`config.mk`:
```
export PLATFORM = sky130hd
export DESIGN_NAME = nnrv_mem
export DESIGN_NICKNAME = d
export VERILOG_FILES = /design/src/rtl/nnrv_mem_pkg.sv /design/src/rtl/nnrv_load_align.sv /design/src/rtl/nnrv_mem.sv
export SDC_FILE = /design/constraint.sdc
export NUM_CORES = 1
export LEC_CHECK = 0
export ABC_AREA = 1
export BUFFER_PORTS_ARGS = -buffer_cell sky130_fd_sc_hd__buf_2
export CAP_MARGIN = 20
export CORE_AREA = 2 2 187 189
export CTS_BUF_LIST = sky130_fd_sc_hd__clkbuf_4 sky130_fd_sc_hd__clkbuf_8 sky130_fd_sc_hd__clkbuf_16
export CTS_CLUSTER_DIAMETER = 60
export DETAILED_ROUTE_END_ITERATION = 10
export DIE_AREA = 0 0 189 191
export PLACE_DENSITY = 0.55
export SLEW_MARGIN = 5
export SYNTH_ARGS = -nofsm -noshare
export SYNTH_HDL_FRONTEND = slang
export SYNTH_SLANG_ARGS = --single-unit
```
`constraint.sdc`:
```
create_clock -name i_clk -period 8.6 [get_ports i_clk]
set_input_delay 0.43 -clock i_clk [delete_from_list [all_inputs] [get_ports i_clk]]
set_output_delay 0.43 -clock i_clk [all_outputs]
set_load 0.01 [all_outputs]
```
`src/rtl/nnrv_mem_pkg.sv`:
```
// Shared constants and helpers for the nnrv memory-access stage:
// datapath sizing, FSM state encodings and load-width decoding.
package nnrv_mem_pkg;

  localparam int NNRV_XLEN       = 64;
  localparam int NNRV_MASK_WIDTH = 8;

  localparam logic [0:0] MEM_IDLE = 1'b0;
  localparam logic [0:0] MEM_BUSY = 1'b1;

  typedef enum logic [1:0] {
    LD_B = 2'd0,
    LD_H = 2'd1,
    LD_W = 2'd2,
    LD_D = 2'd3
  } ld_width_e;

  // Lane-normalised byte mask to access width; irregular patterns read as a doubleword.
  function automatic ld_width_e ld_width(input logic [7:0] lane_mask);
    case (lane_mask)
      8'h01:   ld_width = LD_B;
      8'h03:   ld_width = LD_H;
      8'h0F:   ld_width = LD_W;
      8'hFF:   ld_width = LD_D;
      default: ld_width = LD_D;
    endcase
  endfunction

endpackage

```
`src/rtl/nnrv_load_align.sv`:
```
// Combinational load aligner: shifts the addressed lane of a RAM word down
// to bit 0 and zero- or sign-extends it according to the access width.
module nnrv_load_align
  import nnrv_mem_pkg::*;
#(
  parameter int XLEN = NNRV_XLEN
) (
  input  logic [XLEN-1:0] rdata,
  input  logic [2:0]      sh,
  input  logic [7:0]      mask,
  input  logic            sign,
  output logic [XLEN-1:0] value
);

  logic [XLEN-1:0] lane_s;
  logic [7:0]      lane_mask_s;

  assign lane_s      = rdata >> {sh, 3'b000};
  assign lane_mask_s = mask >> sh;

  // Extend the lane from the top byte of the decoded width.
  always_comb begin
    value = lane_s;
    case (ld_width(lane_mask_s))
      LD_B:    value = {{(XLEN-8){sign & lane_s[7]}}, lane_s[7:0]};
      LD_H:    value = {{(XLEN-16){sign & lane_s[15]}}, lane_s[15:0]};
      LD_W:    value = {{(XLEN-32){sign & lane_s[31]}}, lane_s[31:0]};
      LD_D:    value = lane_s;
      default: value = lane_s;
    endcase
  end

endmodule

```
`src/rtl/nnrv_mem.sv`:
```
// Memory-access stage: passes ALU results to writeback, runs one RAM access
// at a time over a req/ack handshake and stalls upstream while it is pending.
module nnrv_mem
  import nnrv_mem_pkg::*;
#(
  parameter int XLEN       = NNRV_XLEN,
  parameter int MASK_WIDTH = NNRV_MASK_WIDTH
) (
  input  logic                  i_clk,
  input  logic                  i_rst,
  input  logic                  i_ex_rd_en,
  input  logic [4:0]            i_ex_rd,
  input  logic [XLEN-1:0]       i_ex_rd_reg,
  input  logic                  i_ex_ram_rd_en,
  input  logic                  i_ex_ram_wr_en,
  input  logic [XLEN-1:0]       i_ex_ram_addr,
  input  logic [XLEN-1:0]       i_ex_ram_data,
  input  logic [MASK_WIDTH-1:0] i_ex_ram_mask,
  input  logic                  i_ex_sign,
  output logic                  o_stall,
  output logic                  o_ram_req,
  output logic                  o_ram_we,
  output logic [XLEN-1:0]       o_ram_addr,
  output logic [XLEN-1:0]       o_ram_wdata,
  output logic [MASK_WIDTH-1:0] o_ram_wmask,
  input  logic                  i_ram_ack,
  input  logic [XLEN-1:0]       i_ram_rdata,
  output logic                  o_wb_rd_en,
  output logic [4:0]            o_wb_rd,
  output logic [XLEN-1:0]       o_wb_rd_reg,
  output logic                  o_id_rd_ready
);

  logic [0:0]            state_r;
  logic                  load_r;
  logic                  ld_rd_en_r;
  logic [4:0]            ld_rd_r;
  logic [2:0]            sh_r;
  logic [MASK_WIDTH-1:0] mask_r;
  logic                  sign_r;
  logic                  req_r;
  logic                  we_r;
  logic [XLEN-1:0]       addr_r;
  logic [XLEN-1:0]       wdata_r;
  logic [MASK_WIDTH-1:0] wmask_r;
  logic                  wb_rd_en_r;
  logic [4:0]            wb_rd_r;
  logic [XLEN-1:0]       wb_rd_reg_r;
  logic                  mem_op_s;
  logic                  stall_s;
  logic [XLEN-1:0]       load_value_s;

  assign mem_op_s = i_ex_ram_rd_en | i_ex_ram_wr_en;

  nnrv_load_align #(.XLEN(XLEN)) u_align (
    .rdata (i_ram_rdata),
    .sh    (sh_r),
    .mask  (mask_r),
    .sign  (sign_r),
    .value (load_value_s)
  );

  // Access FSM, RAM request registers and writeback registers.
  always_ff @(posedge i_clk or posedge i_rst) begin
    if (i_rst) begin
      state_r     <= MEM_IDLE;
      load_r      <= 1'b0;
      ld_rd_en_r  <= 1'b0;
      ld_rd_r     <= 5'd0;
      sh_r        <= 3'd0;
      mask_r      <= '0;
      sign_r      <= 1'b0;
      req_r       <= 1'b0;
      we_r        <= 1'b0;
      addr_r      <= '0;
      wdata_r     <= '0;
      wmask_r     <= '0;
      wb_rd_en_r  <= 1'b0;
      wb_rd_r     <= 5'd0;
      wb_rd_reg_r <= '0;
    end else begin
      case (state_r)
        MEM_IDLE: begin
          if (mem_op_s) begin
            // A load takes priority; a simultaneous store is dropped.
            state_r    <= MEM_BUSY;
            req_r      <= 1'b1;
            we_r       <= ~i_ex_ram_rd_en;
            load_r     <= i_ex_ram_rd_en;
            addr_r     <= {i_ex_ram_addr[XLEN-1:3], 3'b000};
            wdata_r    <= i_ex_ram_rd_en ? '0 : i_ex_ram_data;
            wmask_r    <= i_ex_ram_rd_en ? '0 : i_ex_ram_mask;
            mask_r     <= i_ex_ram_mask;
            sh_r       <= i_ex_ram_addr[2:0];
            sign_r     <= i_ex_sign;
            ld_rd_en_r <= i_ex_rd_en & (i_ex_rd != 5'd0);
            ld_rd_r    <= i_ex_rd;
            wb_rd_en_r <= 1'b0;
          end else begin
            wb_rd_en_r  <= i_ex_rd_en & (i_ex_rd != 5'd0);
            wb_rd_r     <= i_ex_rd;
            wb_rd_reg_r <= i_ex_rd_reg;
          end
        end
        MEM_BUSY: begin
          if (i_ram_ack) begin
            state_r     <= MEM_IDLE;
            req_r       <= 1'b0;
            we_r        <= 1'b0;
            wb_rd_en_r  <= load_r & ld_rd_en_r;
            wb_rd_r     <= ld_rd_r;
            wb_rd_reg_r <= load_r ? load_value_s : '0;
          end else begin
            wb_rd_en_r  <= 1'b0;
          end
        end
        default: begin
          state_r    <= MEM_IDLE;
          req_r      <= 1'b0;
          wb_rd_en_r <= 1'b0;
        end
      endcase
    end
  end

  // Stall covers the accept cycle and every waiting cycle; it drops with ack.
  always_comb begin
    stall_s = 1'b0;
    if (i_rst) begin
      stall_s = 1'b0;
    end else if (state_r == MEM_IDLE) begin
      stall_s = mem_op_s;
    end else begin
      stall_s = ~i_ram_ack;
    end
  end

  assign o_stall       = stall_s;
  assign o_ram_req     = req_r;
  assign o_ram_we      = we_r;
  assign o_ram_addr    = addr_r;
  assign o_ram_wdata   = wdata_r;
  assign o_ram_wmask   = wmask_r;
  assign o_wb_rd_en    = wb_rd_en_r;
  assign o_wb_rd       = wb_rd_r;
  assign o_wb_rd_reg   = wb_rd_reg_r;
  assign o_id_rd_ready = wb_rd_en_r;

endmodule

```
; ---- Word-level counts from Yosys, hierarchy flattened
; Cells that the tools add are included.
; Widths: inputs -> output; s select.
[word_totals]
elab_cells = 64
in_bits = 276
ff_bits = 225
[op_classes]
n_bitwise = 9
eq_ne = 9
mux = 24
shifts = 2
n_reduce_logical = 5
[ops]
columns = cell, n
row1 = $mux 64, 4
row2 = $pmux 64 s4, 1
row3 = $pmux 64 s2, 1
row4 = $shr 64x6->64, 1
row5 = $mux 5, 2
row6 = $pmux 5 s2, 1
row7 = $mux 1, 9
row8 = $eq 8x1->1 const B, 1
row9 = $eq 8x2->1 const B, 1
row10 = $eq 8x4->1 const B, 1
row11 = $mux 8, 1
row12 = $pmux 1 s2, 4
row13 = $shr 8x3->8, 1
row14 = $ne 2x2->1 const B, 3
row15 = $pmux 2 s3, 1
row16 = $reduce_and 2->1, 3
row17 = $and 1x1->1, 5
row18 = $reduce_bool 5->1, 1
row19 = $eq 2x2->1 const B, 2
row20 = $not 1->1, 3
row21 = $eq 2x1->1 const B, 1
row22 = $logic_not 2->1, 1
row23 = $or 1x1->1, 1

; ---- Logic depth before layout (Yosys ltp)
[depth]
word_depth = 8
ltp_mapped = 17

; ---- Modules after synthesis
; From an unflattened synthesis, not the netlist that was laid out.
[hier_totals]
hier_cells = 1783
hier_area_um2 = 12465.7
[modules_own_cells]
columns = mod, area_each_um2, cells_each, n_inst
row1 = nnrv_mem, 9621.7, 1197, 1
row2 = nnrv_load_align, 2844.0, 586, 1

; ---- Worst setup path after synthesis
; No wires, ideal clock.
[synth_timing]
kind = register to output
startpoint = reg state_r
endpoint = out o_stall
arrival_time_ns = 1.653
path_stages_with_launch = 9
path_slack_ns = 6.517
n_path_buf = 3
path_cell_list = dfrtp_1 -> clkbuf_1 -> nand2_1 -> inv_1 -> nor2_1 -> inv_1 -> buf_2 -> buf_1 -> nor2_1
[synth_between]
elab_chain_len = 2
[synth_rtl]
columns = element, line
row1 = "start, declared", nnrv_mem.sv:34  ; logic [0:0] state_r;
row2 = "start signal, assigned", nnrv_mem.sv:66  ; state_r <= MEM_IDLE;
row3 = "start signal, assigned", nnrv_mem.sv:86  ; state_r <= MEM_BUSY;
row4 = "start signal, assigned", nnrv_mem.sv:107  ; state_r <= MEM_IDLE;
row5 = $mux 1, nnrv_mem.sv:131  ; end else if (state_r == MEM_IDLE) begin
row6 = $mux 1, nnrv_mem.sv:129  ; if (i_rst) begin
row7 = "end, declared", nnrv_mem.sv:20  ; output logic o_stall,
; No other way between the ends.

; ---- Final worst setup path
[layout_timing]
startpoint = reg sh_r[2]
endpoint = reg wb_rd_reg_r[46], in the netlist o_wb_rd_reg[46]
[layout_between]
elab_chain_len = 8
word_cells_on_any_way = 17
classes_between = eq/ne (6) / shift (2) / mux (5) / bitwise (3) / reduce/logical (1)
[layout_rtl]
columns = element, line
row1 = "start, declared", nnrv_mem.sv:38  ; logic [2:0] sh_r;
row2 = "start signal, assigned", nnrv_mem.sv:94  ; sh_r <= i_ex_ram_addr[2:0];
row3 = $shr 8x3->8, nnrv_load_align.sv:19  ; assign lane_mask_s = mask >> sh;
row4 = "$eq 8x4->1, or another cell as far along", nnrv_mem_pkg.sv:20  ; case (lane_mask)
row5 = $pmux 2 s3, nnrv_mem_pkg.sv:20
row6 = "$eq 2x2->1, or another cell as far along", nnrv_load_align.sv:24  ; case (ld_width(lane_mask_s))
row7 = $pmux 64 s4 *, nnrv_load_align.sv:24
row8 = $mux 64 *, nnrv_mem.sv:112  ; wb_rd_reg_r <= load_r ? load_value_s : '0;
row9 = $mux 64 *, nnrv_mem.sv:106  ; if (i_ram_ack) begin
row10 = $pmux 64 s2 *, nnrv_mem.sv:82  ; case (state_r)
row11 = "end signal, assigned", nnrv_mem.sv:102  ; wb_rd_reg_r <= i_ex_rd_reg;
row12 = "end signal, assigned", nnrv_mem.sv:112
row13 = "end, declared", nnrv_mem.sv:48  ; logic [XLEN-1:0] wb_rd_reg_r;
; Mark *: on every way between the ends. The rest lies on a longest branch, timed or not. The select of a mux whose other input is x is not followed.
; A chain may end at the register's enable or synchronous reset.

==> results.json <==
{
  "status": "finished with violations",
  "violations": "hold timing",
  "async_reset_ff_share_pct": 100,
  "crit_path_end_kind": "flop",
  "avgSynthCellArea_um2": 7.74,
  "grt_pass1_wl_um": 68600,
  "rsz0062_at_grt": "no",
  "synth_edf_count": 0,
  "post-route-cell-area_mm2": 0.0149,
  "cts_max_path_buffers": 3,
  "clock-sinks": 225,
  "final-max-slew-violation-count": 0,
  "reg2regPathDepth": 11,
  "finalSetupViolCount": 0,
  "syn-instance-count": 1459,
  "cp-start-kind": "flop",
  "dpl.hpwl_um": 34100,
  "worstPathRequired_ns": 9.03,
  "reg2reg_to": "o_wb_rd_reg[46]",
  "cts_made_buffers": 28,
  "core-area_mm2": 0.0341,
  "clkTransAtPathRegs_ns": 0.06,
  "clk_latency_ns": 0.56,
  "die_y_um": 191,
  "dr.pass1.iters": 5,
  "fmax_ghz": 0.263,
  "wl_per_cell_um": 19.4,
  "vdd_drop_max_mv": 0.180,
  "crit_family": "buffers and inverters",
  "port_buffers": 482,
  "critical_path_arrival_ns": 4.24,
  "synth_ff_type": "dfrtp_1",
  "grt_use_total_pct": 24.6,
  "initial_core_util_pct": 33.1,
  "antenna_found_initial": 12,
  "ant_nets": 0,
  "drc_errors": 0,
  "nNetsFinal": 2151,
  "max-cap-violations": 0,
  "post_cts_buffers": 0,
  "drt_iter0_markers": 735,
  "power_mw": 4.07,
  "slowest_stage": "clkinv_1",
  "synth_top_area_share_pct": 49.9,
  "hold_slack_ns": -0.0204,
  "ys_seq_area_share_pct": 49.9,
  "yosysUniqueCellTypes": 34,
  "cp_max_fo": 72,
  "yosys_warnings": 0,
  "cp.depth": 11,
  "grt_overflow_total": 0,
  "crit_type": "flop to flop",
  "viasPerCell": 4.93,
  "skew_ns": 0.0132,
  "grt_max_degree": 95,
  "cts_tree": "built",
  "area_delta_synth_final_pct": 32.1,
  "ys_ff_latch": 225,
  "cts.repair.resized": 0,
  "drive_gt1_share_pct": 30.2,
  "syn-cell-area_mm2": 0.0113,
  "root_buffer": "clkbuf_16",
  "grt_pass1_vias": 11400,
  "largest_reg_flops": 69,
  "tightest_slew_ns": 1.00,
  "power.leakage_nw": 8.06,
  "slew_headroom_pct": 32.9,
  "path_buf_inv": 3,
  "fin_crit_ns": 3.81,
  "synth_area_leaders": "dfrtp_1 (50%), nand2_1 (18%), o21ai_0 (6.2%)",
  "final-hold-violation-count": 5,
  "synth_most_common_cell": "nand2_1",
  "die_area_mm2": 0.0361,
  "min_period_over_period_pct": 44.3,
  "num_vias": 11600,
  "yosys-top-cells-count": "nand2_1 (532), dfrtp_1 (225), o21ai_0 (139)",
  "tns_ns": 0,
  "dpl_cell_area_mm2": 0.0139,
  "fp.dieW_um": 189,
  "rows": 68,
  "crit_top_cell": "nand2_1",
  "r2r-start": "sh_r[2]",
  "htreeDepth": 1,
  "reg2reg_slack_ns": 4.79,
  "fillers": 3573,
  "io_pins": 486,
  "cts_hold_buf": 0,
  "slowest_delay_ns": 1.00,
  "hp-class": "primary input to async pin",
  "pwr_density_cell_mw_per_mm2": 273,
  "gp_congestion": 0.872,
  "synth_top_cell_by_area": "dfrtp_1",
  "worstPathCellList": "buf_4 > clkinv_1 > nand2_1 > nand2_1 > nor2_4 > nand3_4 > nand2_1 > nand2_2 > buf_16 > nand2_1 > a21oi_1",
  "wirelength_um": 45800
}
cell type report:
class	instances	area [um^2]	share of cell area [%]
Timing Repair Buffer	498	2560	17.2
Clock buffer	38	826	5.53
Inverter	37	149	0.998
Tap cell	455	569	3.82
Multi-Input combinational cell	1085	4990	33.4
Clock inverter	12	179	1.20
Antenna cell	5	12.5	0.0839
Sequential cell	225	5630	37.7
worst reg2reg max path, cell delays in order (launching register included):
cell and delay [ns]:
dfrtp_2 0.33, buf_4 0.54, clkinv_1 1.01, nand2_1 0.37
nand2_1 0.14, nor2_4 0.23, nand3_4 0.15, nand2_1 0.10
nand2_2 0.33, buf_16 0.33, nand2_1 0.10, a21oi_1 0.06
metrics by stage:
step           std cells  utilization (%)  setup WS, ns
2_1_floorplan       1461                -          2.01
3_3_place_gp        2298             40.6          4.74
3_5_place_dp        2298             40.6          4.65
4_1_cts             2348             43.6          4.66
5_1_grt             2351             43.7          4.45
6_report            2355             43.7          4.79
routing by layer:
layer  up-vias  wire (um)  global-route usage [%]
met5         -         98                       0
met4        16       1560                    7.75
met3        90       3520                    5.95
met2       468      22000                    41.3
met1      5399      18600                    31.3
li1       5632          -                       -
where the power goes:
group	internal, mW	total [mW]	switching, mW
Clock	0.767	1.25	0.486
Combinational	0.488	1.40	0.910
Sequential	1.29	1.42	0.134
kinds of logic after synthesis:
group                  Yosys count  share of synthesized area, %
other                            1                        0.0332
and+or+nand+nor                746                          26.1
buffers and inverters          151                          6.18
AOI/OAI and AO/OA              333                          17.5
DFF                            225                          49.9
muxes                            3                         0.266
layout by cell type (no fill, tap or decap), drive strengths merged, types with 11 or more instances in the layout:
cell    Yosys  final
o21ai     144    144
nor2      127    127
clkbuf     65     38
dfrtp     225    225
nand3      74     74
nand2     534    534
o211ai     11     11
a21oi      95     95
inv        35     39
buf        49    498
a22o       64     64
worst max path at each step:
stage	from	slack, ns	to
4_1_cts	sh_r[2]	4.66	o_wb_rd_reg[60]
6_report	sh_r[2]	4.79	o_wb_rd_reg[46]
3_5_place_dp	sh_r[2]	4.65	o_wb_rd_reg[60]
3_3_place_gp	sh_r[2]	4.74	o_wb_rd_reg[36]
5_1_grt	sh_r[2]	4.45	o_wb_rd_reg[35]
2_1_floorplan	i_rst	2.01	ld_rd_en_r
Power figures use the tool's default switching activity.
